[src/rtl/bt_status_tx.sv]
// bt_status_tx
// Sends a 5-byte status message ("<mode>-<pos>\r\n") over an 8N1 UART line
// toward an HM-10 module whenever the registered {modo,posi} differs from
// the last value sent, or once after reset.
//
// Parameters
//   CLK_HZ : system clock frequency in Hz
//   BAUD   : UART bit rate; one bit lasts CLK_HZ/BAUD clock cycles
// Ports
//   CLK    : system clock, rising edge
//   RESET  : asynchronous active-high reset
//   modo   : mode select, 0 = 'A', 1 = 'B'
//   posi   : servo position index, 0..4 -> '1'..'5', 5..7 -> '?'
//   tx     : UART serial output, idle high
//   busy   : high while a message is on the line
module bt_status_tx #(
    parameter int CLK_HZ = 50000000,
    parameter int BAUD   = 9600
) (
    input  logic       CLK,
    input  logic       RESET,
    input  logic       modo,
    input  logic [2:0] posi,
    output logic       tx,
    output logic       busy
);

    localparam int DIV = CLK_HZ / BAUD;
    localparam int CNT_W = (DIV > 1) ? $clog2(DIV) : 1;
    localparam logic [CNT_W-1:0] BAUD_LAST = CNT_W'(DIV - 1);

    typedef enum logic [1:0] {
        IDLE,
        START,
        DATA,
        STOP
    } state_t;

    state_t state, state_next;

    logic             modo_p0;
    logic [2:0]       posi_p0;
    logic             snap_modo;
    logic [2:0]       snap_posi;
    logic             snap_vld;
    logic [CNT_W-1:0] baud_cnt;
    logic [2:0]       bit_cnt;
    logic [2:0]       byte_cnt;
    logic             baud_done;
    logic             trigger;
    logic [7:0]       cur_byte;

    // Message byte idx of the status line for a given snapshot.
    function automatic logic [7:0] msg_byte(input logic m, input logic [2:0] p,
                                            input logic [2:0] idx);
        logic [7:0] b;
        case (idx)
            3'd0:    b = m ? 8'h42 : 8'h41;
            3'd1:    b = 8'h2D;
            3'd2:    b = (p <= 3'd4) ? (8'h31 + {5'd0, p}) : 8'h3F;
            3'd3:    b = 8'h0D;
            default: b = 8'h0A;
        endcase
        return b;
    endfunction

    // Stage p0: input capture; inputs are treated as synchronous to CLK
    always_ff @(posedge CLK) begin
        modo_p0 <= modo;
        posi_p0 <= posi;
    end

    // Only consulted in IDLE, so changes that revert mid-message are never seen.
    assign trigger   = !snap_vld || (modo_p0 != snap_modo) || (posi_p0 != snap_posi);
    assign baud_done = (baud_cnt == BAUD_LAST);

    always_ff @(posedge CLK or posedge RESET) begin
        if (RESET) begin
            state <= IDLE;
        end else begin
            state <= state_next;
        end
    end

    always_comb begin
        state_next = state;
        case (state)
            IDLE:  if (trigger) state_next = START;
            START: if (baud_done) state_next = DATA;
            DATA:  if (baud_done && (bit_cnt == 3'd7)) state_next = STOP;
            STOP:  if (baud_done) state_next = (byte_cnt == 3'd4) ? IDLE : START;
            default: state_next = IDLE;
        endcase
    end

    always_ff @(posedge CLK or posedge RESET) begin
        if (RESET) begin
            baud_cnt  <= '0;
            bit_cnt   <= '0;
            byte_cnt  <= '0;
            snap_modo <= 1'b0;
            snap_posi <= 3'd0;
            snap_vld  <= 1'b0;
        end else if (state == IDLE) begin
            baud_cnt <= '0;
            bit_cnt  <= '0;
            byte_cnt <= '0;
            if (trigger) begin
                snap_modo <= modo_p0;
                snap_posi <= posi_p0;
                snap_vld  <= 1'b1;
            end
        end else begin
            baud_cnt <= baud_done ? '0 : baud_cnt + 1'b1;
            if (baud_done) begin
                // bit_cnt wraps 7 -> 0 on its own, ready for the next byte
                if (state == DATA) bit_cnt <= bit_cnt + 3'd1;
                if (state == STOP) byte_cnt <= (byte_cnt == 3'd4) ? 3'd0 : byte_cnt + 3'd1;
            end
        end
    end

    // Bytes come from the snapshot only, so live inputs cannot disturb a frame.
    assign cur_byte = msg_byte(snap_modo, snap_posi, byte_cnt);

    always_comb begin
        tx = 1'b1;
        case (state)
            START:   tx = 1'b0;
            DATA:    tx = cur_byte[bit_cnt];
            default: tx = 1'b1;
        endcase
    end

    assign busy = (state != IDLE);

endmodule

[config.mk]
export PLATFORM = sky130hd
export DESIGN_NAME = bt_status_tx
export DESIGN_NICKNAME = d
export VERILOG_FILES = /design/src/rtl/bt_status_tx.sv
export SDC_FILE = /design/constraint.sdc
export NUM_CORES = 1
export LEC_CHECK = 0
export BUFFER_PORTS_ARGS = -buffer_cell sky130_fd_sc_hd__buf_2
export CAP_MARGIN = 5
export CORE_UTILIZATION = 60
export CTS_BUF_LIST = sky130_fd_sc_hd__clkbuf_2
export DETAILED_ROUTE_END_ITERATION = 7
export HOLD_SLACK_MARGIN = 0.15
export PLACE_DENSITY = 0.78
export SLEW_MARGIN = 20
export SYNTH_ARGS = -nofsm -noshare
export SYNTH_HDL_FRONTEND = slang
export SYNTH_SLANG_ARGS = --single-unit
[constraint.sdc]
create_clock -name CLK -period 2 [get_ports CLK]
set_clock_uncertainty 0.1 [all_clocks]
set_input_delay 0 -clock CLK [delete_from_list [all_inputs] [get_ports CLK]]
set_output_delay 0 -clock CLK [all_outputs]
set_load 0.1 [all_outputs]
==> metrics.md, run 1 <==
| Metric | Value |
|---|---|
| Syn_nets | about 190 |
| Num CTS Buffers | 5 |
| Total gr overflow | 0 |
| Reported max-cap violation count | 0 |
| Static Leak | ~0.89 nW |
| Multi-input gate area | 995 µm² |
| Startpoint types | flip-flop |
| Chip height | around 55 µm |
| Final Setup Violations | 1 |
| GP Congestion | 0.778 |
| Antenna violations before repair | 0 |
| Vias in the first global route | 1160 |
| Worst Hold Class | in2reg |
| WS Path Type | reg2out |
| Switching Share | 0.244 |
| Routed WL | between 3000 and 4000 µm |
| Max Clk Rate | a little under 500 MHz |
| Die area | between 2000 and 3000 µm² |
| Relative slew slack | 0.701 |
| Final Cell Area | 2010 µm² |
| Syn Inst Count | roughly 170 |
| Area post-placement | 1770 µm² |
| RSZ-0062 raised after global routing | yes |
| Arrival @ worst endpoint | about 2 ns |
| # H-tree levels | 2 |
| Part of the power in registers | 0.658 |
| Final hold viol count | 0 |
| Psw | about 230 µW |
| Skew-Pair Late Insertion Delay | around 0.35 ns |
| Yosys warns | 0 |
| Worst hold path stage count | 2 |
| Sequential share of the synthesized area | 0.440 |
| Post-synthesis sequential element count | 30 |
| Chip Width | ~55 µm |
| VDD IR max | 0.000443 V |
| Num Clock Sinks | 30 |
| Place WS | around 0.13 ns |
| CTS tree | yes |
| Starting Density | 0.652 |
| Failing checks | negative setup slack |
| EDFF count, synth | 0 |
| Post-Synthesis Cell Area | roughly 1700 µm² |
| CP required | about 1.9 ns |
| Largest net degree at the start of global routing | 21 |
| Row count | 18 |
| Min cycle time layout | 2.07 ns |
| WL/cell | 15.9 µm |
| Antenna cells | 0 |
| Iter 0 DRT Violations | 37 |
| DRT Pass-1 Iters | 4 |
| Status | finished with violations |
| Vias per cell | approximately 5.8 |
| Gr usage total | 0.258 |
| Clock Tree Buf Depth | 2 |
| Layout Nets | roughly 210 |
| PortBufs | 7 |
| Post-DP HPWL | roughly 2200 µm |
| Worst Max-Slew Pin Slew | around 0.44 ns |
| Clock share of power | 0.283 |
| First-pass GRT wire length | between 5000 and 6000 µm |
| Final worst-path setup slack | -0.0658 ns |
| CP endpoint kind | output pin |
| I/O Pins | 8 |
| Area grow syn2layout | 21.3% |
| Fin cells | 220 |
| Dpl cells | 202 |
| Distinct cell type count after synthesis | 39 |
| # DRC | 0 |
| PD cells | roughly 470 nW/µm² |
| Tcrit/Tclk final | 1.03 |
| Combinational share of power | 0.059 |
| Pint | 715 µW |
| Register area | 732 µm² |
| Share of layout cells above drive strength 1 | 0.289 |
| R2r worst-path depth | 6 |
| Hold Slack | 0.180 ns |
| Top_reg_cell synth | dfrtp_1 |
| Finished Core Util | 0.792 |
| Placeable core region | ~2500 µm² |
| Mean post-synth cell area | 10.1 µm² |
| # fillers | about 160 |
| CTS clk-pin slew, worst paths | 0.14 ns |
| Async S/R FF share, synth | 0.867 |
| Routed Antenna Nets | 0 |
| Via count | approximately 1300 |
| Crit path max fanout | 3 |
| Final Max Slew Viols | 0 |
| CTS Root Cell | clkbuf_2 |
-- critical path: stages, from the launching register on --
cell and delay [ns]:
dfrtp_1 0.43, buf_4 0.17, ha_2 0.18, xor2_1 0.15, nand3_1 0.10, o2111ai_2 0.13, a211oi_2 0.24, nor2_4 0.06
buf_12 0.16
-- Yosys cell counts (2+ instances only) --
master	n	share of area
a21o_1	2	0.0090
a21oi_1	4	0.012
a221oi_1	2	0.011
clkbuf_1	2	0.0045
dfrtp_1	26	0.39
dfxtp_1	4	0.048
ha_1	14	0.11
inv_1	13	0.029
mux2i_1	2	0.012
nand2_1	12	0.027
nand3_1	9	0.027
nand4_1	3	0.011
nor2_1	20	0.045
nor2b_1	4	0.015
nor3_1	3	0.0090
nor4b_1	2	0.011
o21ai_0	6	0.018
o22ai_1	2	0.0075
xnor2_1	5	0.026
xor2_1	11	0.058
-- power by group through the flow --
stage | logic [mW] | registers [mW] | clock network [mW]
floorplan | 0.0226 | 0.632 | 0
global placement | 0.0345 | 0.633 | 0
detailed placement | 0.0351 | 0.634 | 0
CTS | 0.0514 | 0.621 | 0.274
global route | 0.0620 | 0.623 | 0.298
finish | 0.0559 | 0.622 | 0.267
-- layout by cell type (no fill, tap or decap), types with 6 or more instances in the layout --
master and n:
inv_1 8, dlygate4sd3_1 6, nand2_1 12, xor2_1 11
ha_1 6, nand3_1 9, nor2_1 19, dfrtp_1 25
buf_4 7
-- metal layers --
metal / track usage / wire (µm) / up-vias
met3: 0.0750 / 151 / 5
met5: 0 / 0 / -
li1: - / - / 617
met2: 0.408 / 1760 / 24
met4: 0.0983 / 26 / 0
met1: 0.328 / 1570 / 632
-- flip-flops by register name, summed over array words and instances (netlist names) --
signal     count
state          2
snap_posi      3
byte_cnt       3
snap_vld       1
snap_modo      1
baud_cnt      13
bit_cnt        3
modo_p0        1
posi_p0        3
-- area by class of cell --
| cell class | instances | area share |
|---|---|---|
| Timing Repair Buffer | 20 | 0.0820 |
| Sequential cell | 30 | 0.363 |
| Inverter | 13 | 0.0242 |
| Clock inverter | 3 | 0.00559 |
| Clock buffer | 5 | 0.0124 |
| Multi-Input combinational cell | 119 | 0.494 |
| Tap cell | 30 | 0.0186 |
-- stage by stage --
| step | power, mW | TNS [ns] |
|---|---|---|
| after detailed placement | 0.669 | 0 |
| after global placement | 0.668 | 0 |
| after floorplan | 0.654 | 0 |
| after CTS | 0.946 | -0.0492 |
| final | 0.945 | -0.0658 |
| after global routing | 0.983 | -0.155 |
-- logic make-up after synthesis --
family | Yosys count | synth area share
fa+ha+maj | 14 | 0.106
buf+inv | 16 | 0.0369
xor+xnor | 16 | 0.0844
flops | 30 | 0.440
compound gates | 23 | 0.102
simple gates | 62 | 0.203
mux | 4 | 0.0279
-- repair_timing --
item	CTS	global route
hold endpoints to repair	30	0
setup buffers	3	1
resized for setup	16	14
hold buffers	6	0
pin swaps	7	8
endpoints found under the setup margin	1	3
cloned	0	0
-- path summary, 6_finish.rpt --
path,startpoint,to,slack [ns]
worst max-delay path,snap_posi[1]$_DFFE_PP0P_,tx,-0.07
worst min-delay path,posi[0],posi_p0[0]$_DFF_P_,0.18
worst max register to register,baud_cnt[0]$_DFF_PP0_,state[1]$_DFFE_PP0P_,0.08
worst min register to register,posi_p0[1]$_DFF_P_,snap_posi[1]$_DFFE_PP0P_,0.40
max in group asynchronous,RESET,byte_cnt[1]$_DFFE_PP0P_,0.68
min in group asynchronous,RESET,state[1]$_DFFE_PP0P_,0.55
(Power assumes the default switching activity.)
==> run 2: changes to the inputs <==
- CAP_MARGIN: 5 -> not set
- clock period: 2 -> 2.04 ns (I/O delays scaled with it)
==> run 2 against run 1 <==
Utilization down 0.30 points. Clock power is 2% lower. Clock-buffer cell count stayed put. The run still ends with negative setup slack left. Die area unchanged. Register-to-register slack gained 0.02 ns. Sequential share of layout area up 0.14 points. Non-clock buffer count shrank 1. First-iteration DRC count unchanged. Largest cell class unchanged. Routed wire length shrank 0.43%. Via count decreased by 0.31%.
==> metrics.md, run 2 (synthesis gave the netlist of run 1 again) <==
| Metric | Value |
|---|---|
| Share of layout cells above drive strength 1 | 0.286 |
| Static Leak | 0.884 nW |
| PortBufs | 7 |
| Iter 0 DRT Violations | 37 |
| PD cells | 462 nW/µm² |
| Sum Neg Setup Slack | -0.0258 ns |
| Chip Width | roughly 55 µm |
| Chip height | approximately 55 µm |
| Min cycle time layout | roughly 2.1 ns |
| Num CTS Buffers | 5 |
| Worst Max-Slew Pin Slew | between 0.4 and 0.5 ns |
| Failing checks | negative setup slack |
| Antenna violations before repair | 0 |
| Final Max Slew Viols | 0 |
| Final hold viol count | 0 |
| Critical Path End | tx |
| Status | finished with violations |
| Total gr overflow | 0 |
| Max Clk Rate | around 480 MHz |
| Final worst-path setup slack | -0.0258 ns |
| CP endpoint kind | output pin |
| CP Launch Point | snap_posi[1]$_DFFE_PP0P_ |
| Reported max-cap violation count | 0 |
| Vias in the first global route | between 1000 and 1500 |
| Clock Tree Buf Depth | 2 |
| Crit path max fanout | 3 |
| # DRC | 0 |
| Starting Density | 0.652 |
| Commonest non-fill, non-tap cell in the layout | dfrtp_1 |
| Vias per cell | a little under 6 |
| Reg-to-reg endpoint | state[1]$_DFFE_PP0P_ |
| Die area | a little under 3000 µm² |
| # H-tree levels | 2 |
| Routed Antenna Nets | 0 |
| First-pass GRT wire length | 5230 µm |
| CTS clk-pin slew, worst paths | between 0.1 and 0.15 ns |
| Arrival @ worst endpoint | approximately 2 ns |
| Row count | 18 |
| CP required | ~1.9 ns |
| Worst Hold Class | in2reg |
| Hold Slack | approximately 0.18 ns |
| Startpoint types | flip-flop |
| Routed WL | about 3500 µm |
| CTS Root Cell | clkbuf_2 |
| CTS tree | yes |
| Most frequent cells in the layout | 25 x dfrtp_1, 19 x nor2_1, 12 x nand2_1 |
| Largest net degree at the start of global routing | 21 |
| Skew-Pair Late Insertion Delay | about 0.35 ns |
| Layout Nets | between 200 and 250 |
| WS Path Type | reg2out |
| R2r setup slk | around 0.10 ns |
| Top reg by flops | baud_cnt |
| Max reg flops | 13 |
| Reg2reg start | baud_cnt[0]$_DFF_PP0_ |
| WL/cell | roughly 16 µm |
| Antenna cells | 0 |
| VDD IR max | ~0.00043 V |
| DRT Pass-1 Iters | 4 |
| Via count | about 1300 |
| Placeable core region | approximately 2500 µm² |
| Relative slew slack | 0.700 |
| Post-DP HPWL | ~2200 µm |
| I/O Pins | 8 |
| RSZ-0062 raised after global routing | yes |
| Tcrit/Tclk final | 1.01 |
| Gr usage total | 0.258 |
| GP Congestion | 0.778 |
| Area grow syn2layout | 20.9% |
| Final Setup Violations | 1 |
| Num Clock Sinks | 30 |
| R2r worst-path depth | 6 |
[run 2: stage by stage]
stage / power [mW] / instance area [µm²] / setup WS, ns / util / std cells
finish: 0.927 / 2010 / -0.0258 / 0.789 / 219
global placement: 0.655 / 1770 / 0.252 / 0.694 / 202
global route: 0.964 / 2010 / -0.115 / 0.789 / 219
detailed placement: 0.656 / 1770 / 0.168 / 0.694 / 202
floorplan: 0.641 / 1670 / 0.207 / - / 165
CTS: 0.928 / 1950 / -0.00918 / 0.765 / 219
[run 2: cell type report]
| cell class | instances | area, µm² |
|---|---|---|
| fillers | 164 | 538 |
| clock buffers | 5 | 25.0 |
| repair buffers | 19 | 158 |
| inverters | 13 | 48.8 |
| multi-input cells | 119 | 995 |
| well taps | 30 | 37.5 |
| clock inverters | 3 | 11.3 |
| flip-flops and latches | 30 | 732 |
[run 2: timing repair]
item                                   4_1_cts  5_1_grt
gates resized for setup                     16       14
endpoints found under the hold margin       30        0
setup buffers                                3        0
pin swaps                                    7        8
hold buffers                                 6        0
setup endpoints to repair                    1        2
[run 2: power breakdown]
part / internal (mW) / switching [mW] / leakage, nW
logic: 0.0257 / 0.0292 / 0.493
registers: 0.602 / 0.00771 / 0.366
clock network: 0.0731 / 0.189 / 0.0255
total: 0.701 / 0.226 / 0.884
[run 2: worst min path at each step]
stage | start | end | slack, ns | depth (start not counted)
floorplan | modo | modo_p0$_DFF_P_ | -0.07 | 0
global placement | RESET | snap_vld$_DFFE_PP0P_ | -0.17 | 2
detailed placement | RESET | snap_vld$_DFFE_PP0P_ | -0.16 | 2
CTS | posi[2] | posi_p0[2]$_DFF_P_ | 0.17 | 2
global route | posi[2] | posi_p0[2]$_DFF_P_ | 0.15 | 2
finish | posi[0] | posi_p0[0]$_DFF_P_ | 0.18 | 2
[run 2: layer usage]
metal	part of all wire	global-route usage
met2	0.50	0.408
met4	0.0075	0.0983
met3	0.043	0.0750
met5	0	0
met1	0.45	0.328
[run 2: worst max-delay path, stage by stage, from the launching register on]
cell	delay, ns
dfrtp_1	0.43
buf_4	0.17
ha_2	0.18
xor2_1	0.15
nand3_1	0.10
o2111ai_2	0.13
a211oi_2	0.24
nor2_4	0.06
buf_12	0.16
==> run 3: changes to the inputs <==
- ABC_AREA: not set -> 1
- MAX_ROUTING_LAYER: not set -> met4
==> run 3 against run 2 <==
The flow finishes with violations (design-rule violations, negative setup slack). Critical path depth up 5. First-iteration DRC count up 130%. Worst setup slack worse by 0.062 ns. Clock-buffer cell count unchanged. Register-to-register slack better by 0.15 ns. Worst hold slack better by 0.21 ns. Die area up 9.8%. Sequential share of layout area down 3.3 points. Area after synthesis up 10%. Final cell count up 38%.
==> metrics.md, run 3 <==
| Metric | Value |
|---|---|
| Antenna violations before repair | 0 |
| EDFF count, synth | 0 |
| Top reg by flops | baud_cnt |
| Multi-input gate area | 1020 µm² |
| Tcrit/Tclk final | 1.04 |
| Combinational share of power | 0.067 |
| Die area | 3270 µm² |
| Area grow syn2layout | 20.5% |
| VDD IR max | between 0.0004 and 0.0005 V |
| Psw | approximately 270 µW |
| Worst Max-Slew Pin Slew | 0.484 ns |
| CTS clk-pin slew, worst paths | 0.16 ns |
| Most frequent cells in the layout | 57 x nand2_1, 29 x inv_1, 25 x dfrtp_1 |
| Chip Width | around 57 µm |
| Switching Share | 0.274 |
| Critical-path top delay cell | dfrtp_1 |
| Clock Tree Buf Depth | 2 |
| Final hold viol count | 0 |
| Skew-Pair Late Insertion Delay | 0.40 ns |
| Sum Neg Setup Slack | -0.0877 ns |
| Commonest non-fill, non-tap cell in the layout | nand2_1 |
| Final Setup Violations | 1 |
| Yosys top cell area share | 0.356 |
| Num Clock Sinks | 30 |
| I/O Pins | 8 |
| Hold Slack | approximately 0.39 ns |
| Yosys warns | 0 |
| Via count | about 1600 |
| Total gr overflow | 0 |
| First-pass GRT wire length | 6310 µm |
| Iter 0 DRT Violations | 86 |
| Static Leak | roughly 1.1 nW |
| Max Clk Rate | about 470 MHz |
| Status | finished with violations |
| Finished Core Util | 0.779 |
| Num CTS Buffers | 5 |
| Register area | roughly 730 µm² |
| Layout Nets | 290 |
| Crit path top cell by count | nand2_1 |
| CTS Root Cell | clkbuf_2 |
| Post-synthesis sequential element count | 30 |
| PortBufs | 7 |
| Part of the power in registers | 0.622 |
| Share of layout cells above drive strength 1 | 0.236 |
| Top_reg_cell synth | dfrtp_1 |
| Distinct cell type count after synthesis | 30 |
| Failing checks | design-rule violations, negative setup slack |
| Crit path max fanout | 4 |
| # H-tree levels | 2 |
| Final Max Slew Viols | 0 |
| Starting Density | 0.647 |
| Chip height | approximately 57 µm |
| Clock share of power | 0.311 |
| Mean post-synth cell area | about 7.7 µm² |
| RSZ-0062 raised after global routing | yes |
| CP endpoint kind | output pin |
| Final worst-path setup slack | -0.0877 ns |
| WL/cell | 13.1 µm |
| Vias per cell | 5.33 |
| WS Path Type | reg2out |
| # DRC | 3 |
| Sequential share of the synthesized area | 0.399 |
| Max reg flops | 13 |
| Relative slew slack | 0.680 |
| Routed WL | around 4000 µm |
| # fillers | 200 |
| Syn Inst Count | between 200 and 250 |
| Cells along the critical path | inv_2, ha_4, inv_2, nor2_4, nand2_1, nand2_1, nand2_1, nand2_1, inv_1, nand2_2, nand2_2, nand2_2, buf_12 |
| Placeable core region | 2830 µm² |
| Post-Synthesis Cell Area | roughly 1800 µm² |
| Pint | about 710 µW |
| CTS tree | yes |
| Min cycle time layout | about 2.1 ns |
| Row count | 19 |
| Reported max-cap violation count | 0 |
| Gr usage total | 0.271 |
| Largest cells by area after synthesis | dfrtp_1 36%, nand2_1 12%, ha_1 9.6% |
| Arrival @ worst endpoint | between 2 and 2.5 ns |
| Routed Antenna Nets | 0 |
| Antenna cells | 0 |
| CP required | slightly below 2 ns |
| GP Congestion | about 0.88 |
| Syn_nets | 259 |
| Largest net degree at the start of global routing | 27 |
| Most frequent cells after synthesis | 60 x nand2_1, 32 x inv_1, 26 x dfrtp_1, 26 x nor2_1, 14 x ha_1 |
| PD cells | approximately 440 nW/µm² |
| Most common cell in the synthesized netlist | nand2_1 |
| Dominant cell type by area after synthesis | dfrtp_1 |
| Slowest stage delay, CP | around 0.45 ns |
| Place WS | about 0.29 ns |
| DRT Pass-1 Iters | 6 |
| Startpoint types | flip-flop |
| Vias in the first global route | roughly 1500 |
| Async S/R FF share, synth | 0.867 |
| Post-DP HPWL | around 2500 µm |
| Worst Hold Class | reg2reg |
-- run 3: cell types whose count changed after synthesis, moves of 4 or more --
cell     previous run  this run
xor2_1             11         3
nor2b_1             4         0
o21ai_2             0         5
inv_1              13        32
inv_2               0         6
o21ai_0             6        11
nand2_1            12        60
xnor2_1             5         1
nor2_1             20        26
a21oi_1             4         8
-- run 3: layout make-up --
class                      count  area share
sequential                    30       0.332
inverter                      40      0.0704
clock inverter                 3     0.00738
timing repair buffer          25      0.0971
clock buffer                   5      0.0114
multi-input combinational    168       0.464
tap                           31      0.0176
-- run 3: repair_timing --
| item | in CTS | in global routing |
|---|---|---|
| hold endpoints to repair | 30 | 0 |
| buffers inserted | 5 | 1 |
| pin swaps | 4 | 7 |
| gates resized for setup | 14 | 11 |
| hold buffers | 10 | 0 |
| endpoints found under the setup margin | 1 | 1 |
-- run 3: metrics by stage --
| stage | power (mW) | cell area [µm²] | cells |
|---|---|---|---|
| after floorplan | 0.649 | 1830 | 239 |
| after global placement | 0.664 | 1930 | 278 |
| after detailed placement | 0.665 | 1930 | 278 |
| after CTS | 0.980 | 2160 | 301 |
| after global routing | 1.01 | 2200 | 302 |
| final | 0.979 | 2200 | 302 |
-- run 3: path summary, 6_finish.rpt --
| path | to | slack, ns | depth (start not counted) | start |
|---|---|---|---|---|
| setup / recovery | tx | -0.09 | 13 | byte_cnt[0]$_DFFE_PP0P_ |
| hold / removal | snap_posi[1]$_DFFE_PP0P_ | 0.39 | 2 | posi_p0[1]$_DFF_P_ |
| setup reg to reg | state[0]$_DFFE_PP0P_ | 0.25 | 9 | state[0]$_DFFE_PP0P_ |
| hold reg to reg | snap_posi[1]$_DFFE_PP0P_ | 0.39 | 2 | posi_p0[1]$_DFF_P_ |
| max in group asynchronous | byte_cnt[2]$_DFFE_PP0P_ | 0.92 | 5 | RESET |
| min in group asynchronous | baud_cnt[5]$_DFF_PP0_ | 0.64 | 5 | RESET |
-- run 3: logic make-up (layout without fill, tap and decap cells) --
logic type               count (synthesis)  in the layout  synth area share
AO/OA/AOI/OAI                           30             30             0.102
buffers and inverters                   41             73            0.0875
AND/OR/NAND/NOR                        120            120             0.296
flip-flops                              30             30             0.399
adder cells (fa/ha/maj)                 14             14            0.0958
XOR/XNOR                                 4              4            0.0192
-- run 3: critical path: cells and delay by family (launching register included) --
family | cells | cell delay (ns)
adders and majority gates | 1 | 0.17
buffers and inverters | 4 | 0.40
and+or+nand+nor | 8 | 0.62
DFF | 1 | 0.45
-- run 3: metal layers --
metal / part of all wire / global-route usage
met1: 0.48 / 0.351
met2: 0.47 / 0.412
met3: 0.044 / 0.0884
met4: 0.0096 / 0.0732
met5: 0 / -
-- run 3: power groups by stage --
stage / combinational [mW] / clock (mW) / sequential [mW]
global route: 0.0746 / 0.327 / 0.610
global placement: 0.0423 / 0 / 0.622
finish: 0.0659 / 0.304 / 0.609
floorplan: 0.0302 / 0 / 0.619
CTS: 0.0636 / 0.308 / 0.609
detailed placement: 0.0432 / 0 / 0.622
